## config.mk

```make
export PLATFORM = sky130hd
export DESIGN_NAME = ipv4_rx
export DESIGN_NICKNAME = d
export VERILOG_FILES = /design/src/rtl/ipv4_rx.sv
export SDC_FILE = /design/constraint.sdc
export NUM_CORES = 1
export LEC_CHECK = 0
export ABC_AREA = 1
export ABC_CLOCK_PERIOD_IN_PS = 1700
export CORE_MARGIN = 2
export CORE_UTILIZATION = 30
export CTS_CLUSTER_DIAMETER = 80
export CTS_CLUSTER_SIZE = 25
export DETAILED_ROUTE_END_ITERATION = 8
export MAX_ROUTING_LAYER = met4
export SLEW_MARGIN = 20
export SYNTH_ARGS = -nofsm -noshare
export SYNTH_HDL_FRONTEND = slang
export SYNTH_SLANG_ARGS = --single-unit
```

## constraint.sdc

```tcl
create_clock -name clk -period 1.7 [get_ports clk]
set_input_delay 0.34 -clock clk [delete_from_list [all_inputs] [get_ports clk]]
set_output_delay 0.34 -clock clk [all_outputs]
set_load 0.02 [all_outputs]
```

## src/rtl/ipv4_rx.sv

```systemverilog
// rtl/ipv4_rx.sv - receive-side Ethernet/IPv4 header parser with UDP payload forwarding
module ipv4_rx #(
   parameter logic [47:0] LOCAL_MAC = 48'h000a3501fec0,
   parameter logic [31:0] LOCAL_IP  = 32'hc0a80002
) (
   input  logic        clk,
   input  logic        rst_n,
   input  logic [7:0]  rx_data,
   input  logic        rx_dv,
   output logic [3:0]  ip_ver,
   output logic [3:0]  ip_hdr_len,
   output logic [7:0]  ip_tos,
   output logic [15:0] ip_total_len,
   output logic [15:0] ip_id,
   output logic        ip_rsv,
   output logic        ip_df,
   output logic        ip_mf,
   output logic [12:0] ip_frag_offset,
   output logic [7:0]  ip_ttl,
   output logic [7:0]  ip_protocol,
   output logic [31:0] src_ip,
   output logic [31:0] dst_ip,
   output logic [47:0] src_mac,
   output logic        cal_en,
   input  logic [15:0] check_sum,
   output logic        hdr_ok,
   output logic        hdr_err,
   output logic [7:0]  payload_data,
   output logic        payload_valid,
   output logic        payload_last
);
   typedef enum logic [2:0] {IDLE, ETH_HDR, IP_HDR, CHK_CAL, CHK_CMP, PAYLOAD, WAIT_END} state_t;

   state_t      state, state_nxt;
   logic [5:0]  cnt;
   logic [47:0] dst_mac;
   logic [7:0]  eth_type_hi;
   logic [15:0] rx_csum;
   logic [15:0] pl_rem;
   logic [7:0]  pipe_d1;
   logic        dv_q;
   logic        start, eth_ok, hdr_pass, pl_start;

   // dv_q resets high so a frame already running at reset release is skipped
   assign start    = rx_dv & ~dv_q;
   assign eth_ok   = ((dst_mac == LOCAL_MAC) || (dst_mac == 48'hffffffffffff)) &&
                     ({eth_type_hi, rx_data} == 16'h0800);
   assign hdr_pass = (check_sum == rx_csum) && (ip_ver == 4'd4) && (ip_hdr_len == 4'd5) &&
                     (dst_ip == LOCAL_IP) && (ip_protocol == 8'd17) && !ip_mf &&
                     (ip_frag_offset == 13'd0) && (ip_total_len >= 16'd28);
   assign pl_start = (state == CHK_CMP) && hdr_pass;

   always_ff @(posedge clk or negedge rst_n) begin
      if (!rst_n) state <= IDLE;
      else        state <= state_nxt;
   end

   always_comb begin
      state_nxt = state;
      case (state)
         IDLE:     if (start) state_nxt = ETH_HDR;
         ETH_HDR:  if (!rx_dv) state_nxt = IDLE;
                   else if (cnt == 6'd13) state_nxt = eth_ok ? IP_HDR : WAIT_END;
         IP_HDR:   if (!rx_dv) state_nxt = IDLE;
                   else if (cnt == 6'd33) state_nxt = CHK_CAL;
         CHK_CAL:  state_nxt = CHK_CMP;
         CHK_CMP:  if (!rx_dv) state_nxt = IDLE;
                   else state_nxt = hdr_pass ? PAYLOAD : WAIT_END;
         PAYLOAD:  if (!rx_dv) state_nxt = IDLE;
                   else if (!payload_valid || payload_last) state_nxt = WAIT_END;
         WAIT_END: if (!rx_dv) state_nxt = IDLE;
         default:  state_nxt = IDLE;
      endcase
   end

   always_comb begin
      cal_en = 1'b0;
      if (state == CHK_CAL) cal_en = 1'b1;
   end

   always_ff @(posedge clk or negedge rst_n) begin
      if (!rst_n) begin
         dv_q           <= 1'b1;
         cnt            <= 6'd0;
         dst_mac        <= 48'd0;
         eth_type_hi    <= 8'd0;
         src_mac        <= 48'd0;
         rx_csum        <= 16'd0;
         ip_ver         <= 4'd0;
         ip_hdr_len     <= 4'd0;
         ip_tos         <= 8'd0;
         ip_total_len   <= 16'd0;
         ip_id          <= 16'd0;
         ip_rsv         <= 1'b0;
         ip_df          <= 1'b0;
         ip_mf          <= 1'b0;
         ip_frag_offset <= 13'd0;
         ip_ttl         <= 8'd0;
         ip_protocol    <= 8'd0;
         src_ip         <= 32'd0;
         dst_ip         <= 32'd0;
      end else begin
         dv_q <= rx_dv;
         if (state == IDLE) begin
            cnt <= 6'd1;
            if (start) dst_mac <= {dst_mac[39:0], rx_data};
         end else if ((state == ETH_HDR || state == IP_HDR) && rx_dv) begin
            cnt <= cnt + 6'd1;
            if (cnt < 6'd6)       dst_mac     <= {dst_mac[39:0], rx_data};
            else if (cnt < 6'd12) src_mac     <= {src_mac[39:0], rx_data};
            else if (cnt == 6'd12) eth_type_hi <= rx_data;
         end
         if (state == IP_HDR && rx_dv) begin
            case (cnt)
               6'd14: {ip_ver, ip_hdr_len} <= rx_data;
               6'd15: ip_tos <= rx_data;
               6'd16: ip_total_len[15:8] <= rx_data;
               6'd17: ip_total_len[7:0] <= rx_data;
               6'd18: ip_id[15:8] <= rx_data;
               6'd19: ip_id[7:0] <= rx_data;
               6'd20: {ip_rsv, ip_df, ip_mf, ip_frag_offset[12:8]} <= rx_data;
               6'd21: ip_frag_offset[7:0] <= rx_data;
               6'd22: ip_ttl <= rx_data;
               6'd23: ip_protocol <= rx_data;
               6'd24: rx_csum[15:8] <= rx_data;
               6'd25: rx_csum[7:0] <= rx_data;
               6'd26, 6'd27, 6'd28, 6'd29: src_ip <= {src_ip[23:0], rx_data};
               6'd30, 6'd31, 6'd32, 6'd33: dst_ip <= {dst_ip[23:0], rx_data};
               default: ;
            endcase
         end
      end
   end

   // Emitter runs independently of the FSM so the pipe drains even after the FSM returns to IDLE
   always_ff @(posedge clk or negedge rst_n) begin
      if (!rst_n) begin
         pipe_d1       <= 8'd0;
         payload_data  <= 8'd0;
         payload_valid <= 1'b0;
         payload_last  <= 1'b0;
         pl_rem        <= 16'd0;
         hdr_ok        <= 1'b0;
         hdr_err       <= 1'b0;
      end else begin
         pipe_d1      <= rx_data;
         payload_data <= pipe_d1;
         hdr_ok       <= pl_start;
         hdr_err      <= (state == CHK_CMP) && !hdr_pass;
         if (pl_start) begin
            payload_valid <= dv_q;
            payload_last  <= !rx_dv;
            pl_rem        <= ip_total_len - 16'd21;
         end else if (payload_valid && !payload_last) begin
            pl_rem       <= pl_rem - 16'd1;
            payload_last <= (pl_rem == 16'd1) || !rx_dv;
         end else begin
            payload_valid <= 1'b0;
            payload_last  <= 1'b0;
         end
      end
   end
endmodule

```

# Word-level counts from Yosys, hierarchy flattened
# Index checks and enable logic that the tools add are counted.
[classes] addsub=3 order_cmp=3 eq_ne=43 n_mux=25 bitwise=5 n_reduce_logical=47
[op_table] operator="2-to-1 mux 48 bit" count=4
[op_table] operator="equality test 6 x 5 -> 1 bit, second input constant" count=16
[op_table] operator="equality test 48 x 36 -> 1 bit, second input constant" count=1
[op_table] operator="equality test 48 bit, second input constant" count=1
[op_table] operator="equality test 32 bit, second input constant" count=1
[op_table] operator="2-to-1 mux 16 bit" count=2
[op_table] operator="2-to-1 mux 3 bit" count=10
[op_table] operator="AND reduction 2 bit" count=14
[op_table] operator="equality test 6 x 4 -> 1 bit, second input constant" count=4
[op_table] operator="case mux 3 bit (7 select lines)" count=1
[op_table] operator="equality test 16 x 1 -> 1 bit, second input constant" count=1
[op_table] operator="equality test 16 x 12 -> 1 bit, second input constant" count=1
[op_table] operator="equality test 16 bit" count=1
[op_table] operator="greater-or-equal comparator 16 x 5 -> 1 bit, second input constant" count=1
[op_table] operator="subtractor 16 x 1 -> 16 bit, second input constant" count=1
[op_table] operator="subtractor 16 x 5 -> 16 bit, second input constant" count=1
[op_table] operator="logical AND 1 bit" count=13
[op_table] operator="zero test 13 bit" count=1
[op_table] operator="equality test 6 bit, second input constant" count=2
[op_table] operator="2-to-1 mux 6 bit" count=2
[op_table] operator="AND reduction 5 bit" count=2
[op_table] operator="equality test 3 bit, second input constant" count=3
[op_table] operator="!= test 3 bit, second input constant" count=3
[op_table] operator="equality test 4 x 3 -> 1 bit, second input constant" count=2
[op_table] operator="18 further kinds" count=38
[word_totals] ff_bits=310 out_inout_bits=205

# Logic depth before layout (Yosys ltp)
[logic_depth] ltp_word=11 depth_mapped=14

# Worst setup path after synthesis
# Ideal clock, no wire load.
[synth_path] kind="reg-to-reg" from="register ip_total_len[4]" to="register pl_rem[13]" setup_ps=116 arrival_ps=1709 t_required_ps=1584 setup_slack_ps=-125 stages_incl_launch_ff=14 period_less_slack_ps=1825 cell_sequence="dfrtp_1 > buf_2 > nand2_1 > nor2_1 > nor2_1 > nand2_1 > inv_1 > nor2_1 > nand3_2 > inv_2 > buf_4 > nand2_1 > nand2_1 > nand2_1"
[synth_between] elab_chain_cells=4 elab_cells_between_ends=6 cone_classes="1 x add/sub; 1 x order compare; 1 x mux; 3 x reduce/logical"
[synth_rtl] item="start: declaration" line_no="13" text="output logic [15:0] ip_total_len,"
[synth_rtl] item="start signal: assignment" line_no="118" text="6'd17: ip_total_len[7:0] <= rx_data;"
[synth_rtl] item="greater-or-equal comparator 16 x 5 -> 1 bit *" line_no="50" text="(ip_frag_offset == 13'd0) && (ip_total_len >= 16'd28);"
[synth_rtl] item="logical AND 1 bit *" line_no="50"
[synth_rtl] item="logical AND 1 bit *" line_no="51" text="assign pl_start = (state == CHK_CMP) && hdr_pass;"
[synth_rtl] item="named net pl_start" line_no="42" text="logic start, eth_ok, hdr_pass, pl_start;"
[synth_rtl] item="2-to-1 mux 16 bit / nonzero test 2 bit (equally long branches)"
[synth_rtl] item="end signal: assignment" line_no="153" text="pl_rem <= ip_total_len - 16'd21;"
[synth_rtl] item="end signal: assignment" line_no="155" text="pl_rem <= pl_rem - 16'd1;"
[synth_rtl] item="end: declaration" line_no="39" text="logic [15:0] pl_rem;"
# The timed path passes the listed nets; every way through them passes the cells marked *.
# A chain may end at the register's enable or synchronous reset.

# Worst setup path in the final report
[layout_path] from="register ip_ver[3]" to="register pl_rem[5]"
[layout_between] elab_chain_cells=10 elab_cells_between_ends=11 cone_classes="1 x eq/ne; 1 x mux; 9 x reduce/logical"
[layout_rtl] item="start: declaration" line_no="10" text="output logic [3:0] ip_ver,"
[layout_rtl] item="start signal: assignment" line_no="115" text="6'd14: {ip_ver, ip_hdr_len} <= rx_data;"
[layout_rtl] item="equality test 4 x 3 -> 1 bit *" line_no="48" text="assign hdr_pass = (check_sum == rx_csum) && (ip_ver == 4'd4) && (ip_hdr_len == 4'd5) &&"
[layout_rtl] item="logical AND 1 bit * (3 in a row)" line_no="48"
[layout_rtl] item="logical AND 1 bit * (3 in a row)" line_no="49" text="(dst_ip == LOCAL_IP) && (ip_protocol == 8'd17) && !ip_mf &&"
[layout_rtl] item="logical AND 1 bit *" line_no="50"
[layout_rtl] item="logical AND 1 bit *" line_no="51"
[layout_rtl] item="2-to-1 mux 16 bit / nonzero test 2 bit (equally long branches)"
# Every way passes the cells marked *; elsewhere a longest branch is shown, timed or not.

==> flow_summary_export.csv <==
group,metric,value,unit
outcome,status,"finished, violations left",
outcome,failed_checks,"setup timing",
sta,setup_ws,-0.286,ns
pwr,intPower,13.9,mW
placement,port_buffers,231,
yosys,synth_enable_flop_cells,0,
yosys,synth_cell_type_count,39,
pwr,power.density,1060,nW/um^2
pwr,p_leak,10.5,nW
clock_network,numCtsBuffers,23,
global_routing,grt.overflow.total,0,
pwr,vdd_ir_drop_max,764,uV
yosys,ys.flop_type,"dfrtp_1",
job,maxCapViolations,0,
die,die_height,217,um
sta,max_freq,504,MHz
global_routing,grt_max_degree,61,
pwr,power_frac_seq,0.435,
detailed_routing,ant_nets,0,
clock_network,htree_levels,1,
die,start_util,0.302,
critical_path,r2r_end,"pl_rem[5]",
detailed_routing,num_vias,12100,
critical_path,start_kind,"flip-flop",
finish,finish.utilization,0.450,
yosys,seq_area_frac_synth,0.568,
die,die_w,217,um
yosys,async_reset_ff_frac,1.00,
pwr,swShare,0.357,
yosys,synth_most_common_cell,"nand2_1",
pwr,power_switching,7.71,mW
yosys,syn_nets,1559,
critical_path,endpoint,"pl_rem[5]",
sta,hold_viol,0,
sta,skew,0.0236,ns
yosys,synth_top_area_frac,0.566,
detailed_routing,drt-met1-wl,20000,um
critical_path,critPathLaunch,"ip_ver[3]",
critical_path,rr_startpoint,"ip_ver[3]",
finish,drive_above_1_share,0.305,
detailed_routing,met2_length,21000,um
global_routing,grt_pass1_wl,66900,um
die,rows,78,
placement,dp_hpwl,30200,um
clock_network,clockRootBuffer,"clkbuf_16",
sta,fin_setup_tns,-20.01,ns
critical_path,path_class,"reg2reg",
yosys,yosys.area.top_type,"dfrtp_1",
die,die_area,47300,um^2
global_routing,grt.total_usage,0.186,
detailed_routing,drtIter0Drc,725,
clock_network,cts_sinks,310,
sta,timing.final.crit_share,1.17,
detailed_routing,routed.top_layer,"met4",
die,fp.coreArea,45200,um^2
placement,gp_routability_congestion,0.849,
yosys,synth_area,13700,um^2
min_path,min_path_type,"in2reg",
critical_path,worstPathMaxFanout,17,
yosys,synthTopCellsByArea,"dfrtp_1 (57%), nand2_1 (10%), o21ai_0 (5.7%), nor2_1 (4.3%), inv_1 (4.2%)",
sta,maxSlewHeadroom,0.730,
yosys,synth_warnings,0,
sta,slew_viol_final,0,
die,boundaryPins,232,
detailed_routing,drt-total-wl,44100,um
finish,fillers,4389,
yosys,synth_common_cells,"nand2_1 (381), dfrtp_1 (309), nor2_1 (158), o21ai_0 (156), inv_1 (152)",
pwr,comb_power_share,0.282,
critical_path,r2r_cells,10,
yosys,ys_ff_latch,310,
sta,rsz0062_at_grt,"true",
clock_network,worstSkewPairLatency,0.56,ns
finish,syn2layout_area_growth,48.8,%
sta,worst_pin_slew,0.405,ns
global_routing,antenna_found_initial,2,
critical_path,crit_arrival,2.42,ns
clock_network,cts_tree,"done",
critical_path,rrSetupSlack,-0.29,ns
sta,period_needed,1.99,ns
global_routing,grt_pass1_vias,11700,
clock_network,clk_path_buf_depth,3,
sta,finalSetupViolations,218,
detailed_routing,wl_per_cell,16.9,um
detailed_routing,drt_pre_antenna_iters,5,
clock_network,cts.clk_slew.worst_paths,0.09,ns
yosys,synthCells,1524,
pwr,clkPwrFrac,0.284,
critical_path,endpoint_kind,"flip-flop",
detailed_routing,wl_met3,2150,um
yosys,syn_area_per_cell,8.96,um^2
critical_path,crit_required,2.14,ns
detailed_routing,viasPerCell,4.62,
detailed_routing,drc_errors,0,
finish,nets,2039,
cells in the final DEF, fill, tap and decap left out, types with 8 or more instances in the layout:
cell / n
a21oi_1: 11
a21oi_2: 30
buf_12: 27
buf_2: 71
buf_4: 210
buf_6: 32
clkbuf_16: 32
clkdlybuf4s50_1: 25
dfrtp_1: 306
dlygate4sd2_1: 125
inv_1: 146
inv_2: 8
mux2_2: 22
mux2_4: 20
nand2_1: 346
nand2_2: 19
nand2_4: 16
nand3_1: 48
nand4_1: 37
nor2_1: 114
nor2_2: 22
nor2_4: 26
nor3_1: 20
o21ai_0: 116
o21ai_1: 73
o21ai_2: 13
xor2_1: 15
layout make-up:
cell class,instances,area (um^2),area share
sequential,310,7760,0.382
clock inverter,16,264,0.0130
timing repair buffer,511,4610,0.227
inverter,160,617,0.0303
tap,600,751,0.0369
clock buffer,23,576,0.0283
antenna,1,2.50,0.000123
multi-input combinational,998,5750,0.283
critical path: stages (launching register included):
cell and delay [ns]:
dfrtp_1 0.40, nor2_2 0.13, buf_4 0.11, nand4_1 0.26
nor2_2 0.22, nand2_4 0.09, nor2_4 0.15, nand3_4 0.15
buf_12 0.19, nand3_1 0.07, nand3_1 0.08
power groups by stage:
stage / logic (mW) / registers (mW) / clock network, mW
floorplan: 2.93 / 9.79 / 0
global placement: 5.60 / 9.39 / 0
detailed placement: 5.76 / 9.40 / 0
CTS: 5.74 / 9.26 / 6.38
global route: 6.76 / 9.53 / 6.66
finish: 6.08 / 9.39 / 6.13
worst min-delay path by stage:
stage                     startpoint              end  slack, ns  depth (start not counted)
after CTS                 rx_data[0]       pipe_d1[0]       0.22                          1
final                     rx_data[0]       pipe_d1[0]       0.25                          1
after floorplan                rst_n           cnt[0]       0.04                          0
after global routing      rx_data[0]       pipe_d1[0]       0.23                          1
after global placement         rst_n       dst_ip[29]       0.24                          1
after detailed placement       rst_n  payload_data[4]       0.24                          1
layer usage:
layer / vias up / track usage
met3: 52 / 0.0254
met4: 0 / 0.0473
met2: 269 / 0.296
li1: 5895 / -
met1: 5873 / 0.250
met5: - / -
cells by family after synthesis:
kind of cell / synth area share
mux: 0.0363
flops: 0.568
simple gates: 0.209
xor+xnor: 0.0147
buf+inv: 0.0652
fa+ha+maj: 0.00733
compound gates: 0.0991
timing repair:
item                       CTS  global route
cloned                       5            14
hold buffers                 1             0
hold endpoints to repair   131             0
pin swaps                   22            23
setup buffers               17            19
setup endpoints to repair  392           274
gates resized for setup    547           171
state kept, by name, indices dropped and copies added (netlist names), 13 cells and up:
signal and cells:
dst_mac 48, src_mac 48, dst_ip 32, src_ip 32
ip_id 16, ip_total_len 16, pl_rem 16, rx_csum 16
ip_frag_offset 13
stage by stage:
| stage | std cells | power [mW] | area [um^2] | worst slack [ns] | hold WS (ns) |
|---|---|---|---|---|---|
| after floorplan | 1524 | 12.7 | 13700 | -0.0475 | 0.0444 |
| after CTS | 2589 | 21.4 | 19400 | -0.256 | 0.217 |
| after global routing | 2619 | 22.9 | 20300 | -0.387 | 0.231 |
| after detailed placement | 2528 | 15.2 | 18500 | -0.759 | 0.238 |
| final | 2619 | 21.6 | 20300 | -0.286 | 0.251 |
| after global placement | 2528 | 15.0 | 18500 | -0.713 | 0.236 |
Note: power is estimated with default switching activity, not from simulation.
